[config.mk]
export PLATFORM = sky130hd
export DESIGN_NAME = quad_nor_gate
export DESIGN_NICKNAME = d
export VERILOG_FILES = /design/src/rtl/quad_nor_gate.sv
export SDC_FILE = /design/constraint.sdc
export NUM_CORES = 1
export LEC_CHECK = 0
export BUFFER_PORTS_ARGS = -buffer_cell sky130_fd_sc_hd__buf_2
export CAP_MARGIN = 20
export CORE_AREA = 2 2 39 41
export CTS_CLUSTER_DIAMETER = 30
export DETAILED_ROUTE_END_ITERATION = 12
export DIE_AREA = 0 0 41 43
export PLACE_DENSITY = 0.42
export SETUP_SLACK_MARGIN = 0.05
export SYNTH_ARGS = -nofsm -noshare
export SYNTH_HDL_FRONTEND = slang
export SYNTH_SLANG_ARGS = --single-unit
[constraint.sdc]
create_clock -name clk -period 1.77 [get_ports clk]
set_clock_uncertainty 0.1 [all_clocks]
set_input_delay 0.177 -clock clk [delete_from_list [all_inputs] [get_ports clk]]
set_output_delay 0.177 -clock clk [all_outputs]
set_load 0.05 [all_outputs]
[src/rtl/quad_nor_gate.sv]
// Four independent 2-input NOR lanes: y is combinational (zero latency), y_q is a registered copy.
// y_q is captured one cycle after sampling when en=1, and holds when en=0; rst wins over en; no backpressure.
module quad_nor_gate #(
  parameter int unsigned          WIDTH   = 4,
  parameter logic [WIDTH-1:0]     RST_VAL = '0
) (
  input  logic             clk,
  input  logic             rst,
  input  logic             en,
  input  logic [WIDTH-1:0] a,
  input  logic [WIDTH-1:0] b,
  output logic [WIDTH-1:0] y,
  output logic [WIDTH-1:0] y_q
);

  assign y = ~(a | b);

  always_ff @(posedge clk) begin
    if (rst) begin
      y_q <= RST_VAL;
    end else if (en) begin
      y_q <= y;
    end
  end

endmodule

==> results.txt <==
Peak VDD IR: 201 uV
Initial Util: 12.2%
GRT Overall Usage: 7.43%
Final Hold Vio Count: 0
Synth top cells by count: dfxtp_1 (4), nand2b_1 (4), nor2_1 (4), o32ai_1 (4), nand2b_4 (1)
Synth area leaders: dfxtp_1 (47%), o32ai_1 (21%), nand2b_1 (15%), nor2_1 (8.9%), nand2b_4 (8.1%)
Mapped Area: 169 sq um
Routed WL: 569 um
DIE AREA: 0.00176 sq mm
Port Buffers: 18
Fin nets: 51
Syn_nets: 28
Final GP Congestion: 0.625
DR WL/cell: 10.5 um
DP Worst Slack: 849 ps
# fillers: 155
Synth-to-layout area growth: 78.5%
CP Capture Type: output pin
Period minus WS final: 1120 ps
CP max stage delay: 340 ps
CTS sink count: 4
RSZ-0062 raised after global routing: false
Distinct cells, synth: 5
Detail Route Antenna Nets: 0
Design Power: 275 uW
Vias in the first global route: 169
Final worst slack: 651 ps
Yosys warns: 0
Initial antenna violation count: 0
Primary FF master, synth: dfxtp_1
H-tree Lvls: 1
Pin count of the biggest net entering global routing: 6
PD cells: 913 mW/mm^2
1st-iter DRT viols: 2
Startpoint Class: flip-flop
Drc violations: 0
Post-CTS sizing: 0
Post-synth EDFFs: 0
Register area share after synthesis: 47.4%
Bufs and invs on worst path: 1
LEAKAGE: 0.000151 uW
Worst-skew pair later-pin latency: 230 ps
Largest Register: y_q
Worst-path cell chain: buf_2
Arrival time worst endpoint: 840 ps
CP max stage cell: dfxtp_1
Clock root cell: clkbuf_4
Cells after Synth: 17
First-pass GRT wire length: 745 um
Num ports: 19
CORE AREA: 0.00138 sq mm
Post-synth ARST share: 0%
Hold buffer count at CTS: 0
Grt total ovfl: 0
CTS Buf Count: 3
DP HPWL: 447 um
Post-synth top area cell: dfxtp_1
Antenna cell count: 0
Post-CTS Setup Inserts: 0
Max reg flops: 4
Clock slew at reported path FFs: 40 ps
Vias per cell: 3.72
Vias: 201
Final Slew Violations: 0
Chip height: 43 um
Relative slew slack: 82.9%
Crit Path Class: reg -> out
Period Utilization, post-route: 63.2%
Share of cells above drive strength 1: 57.9%
Die width: 41 um
CTS tree: done
Rows: 14
Sum Neg Setup Slack: 0 ps
Worst min path class: in -> reg
Critical Path RT: 1490 ps
First-pass iteration count of the detailed router: 2
Mapped Avg Cell Area: 9.94 sq um
Biggest regs: y_q x4
Worst-margin pin slew: 256 ps
Yosys top cell area share: 47.4%
Final setup fails: 0
Status: finished clean
Synth Register Bits: 4
Fmax: 893 MHz
Max_cap viols: 0
Maximum fanout along the worst path: 2
Max Root-Sink Buffers: 2
CP top delay family: flip-flops
==> cell type report <==
class / count / area [sq um] / share of cell area (%)
sequential: 4 / 80.1 / 26.6
clock buffer: 3 / 22.5 / 7.47
timing repair buffer: 18 / 90.1 / 29.9
tap: 16 / 20.0 / 6.64
multi-input combinational: 13 / 88.8 / 29.5
==> per-stage QoR <==
step	util, %	cells	hold slack [ps]	instance area (sq um)
after floorplan	-	17	173	169
after global placement	20.2	51	303	279
after detailed placement	20.2	51	306	279
after CTS	21.8	54	59.5	302
after global routing	21.8	54	65.7	302
final	21.8	54	67.3	302
==> kinds of logic after synthesis <==
| logic type | after synthesis | share of synthesized area [%] |
|---|---|---|
| AOI/OAI and AO/OA | 4 | 20.7 |
| DFF | 4 | 47.4 |
| and+or+nand+nor | 9 | 31.8 |
==> layer usage <==
layer	up-vias	routed length, um	global-route usage [%]
met5	-	0	0
met4	0	0	8.00
met3	0	123	6.28
met2	19	152	6.25
met1	75	293	9.65
li1	107	-	-
==> cell usage in the layout (no fill, tap or decap) <==
cell type / netlist / final
nor2_1: 4 / 4
o32ai_1: 4 / 4
dfxtp_1: 4 / 4
buf_2: 0 / 18
nand2b_1: 4 / 4
clkbuf_4: 0 / 3
nand2b_4: 1 / 1
==> worst paths after layout <==
check,slack (ps),cells after the start,to,from
hold reg to reg,390,2,y_q[0],y_q[0]
setup / recovery,650,1,y_q[3],y_q[3]
setup reg to reg,1040,2,y_q[1],y_q[1]
hold / removal,70,2,y_q[0],b[0]
==> report_power, final <==
part / internal (uW) / switching [uW] / leakage (uW)
registers: 94.2 / 1.99 / 0.0000326
clock network: 76.0 / 38.7 / 0.0000138
logic: 20.1 / 44.2 / 0.000104
(Power assumes the default switching activity.)
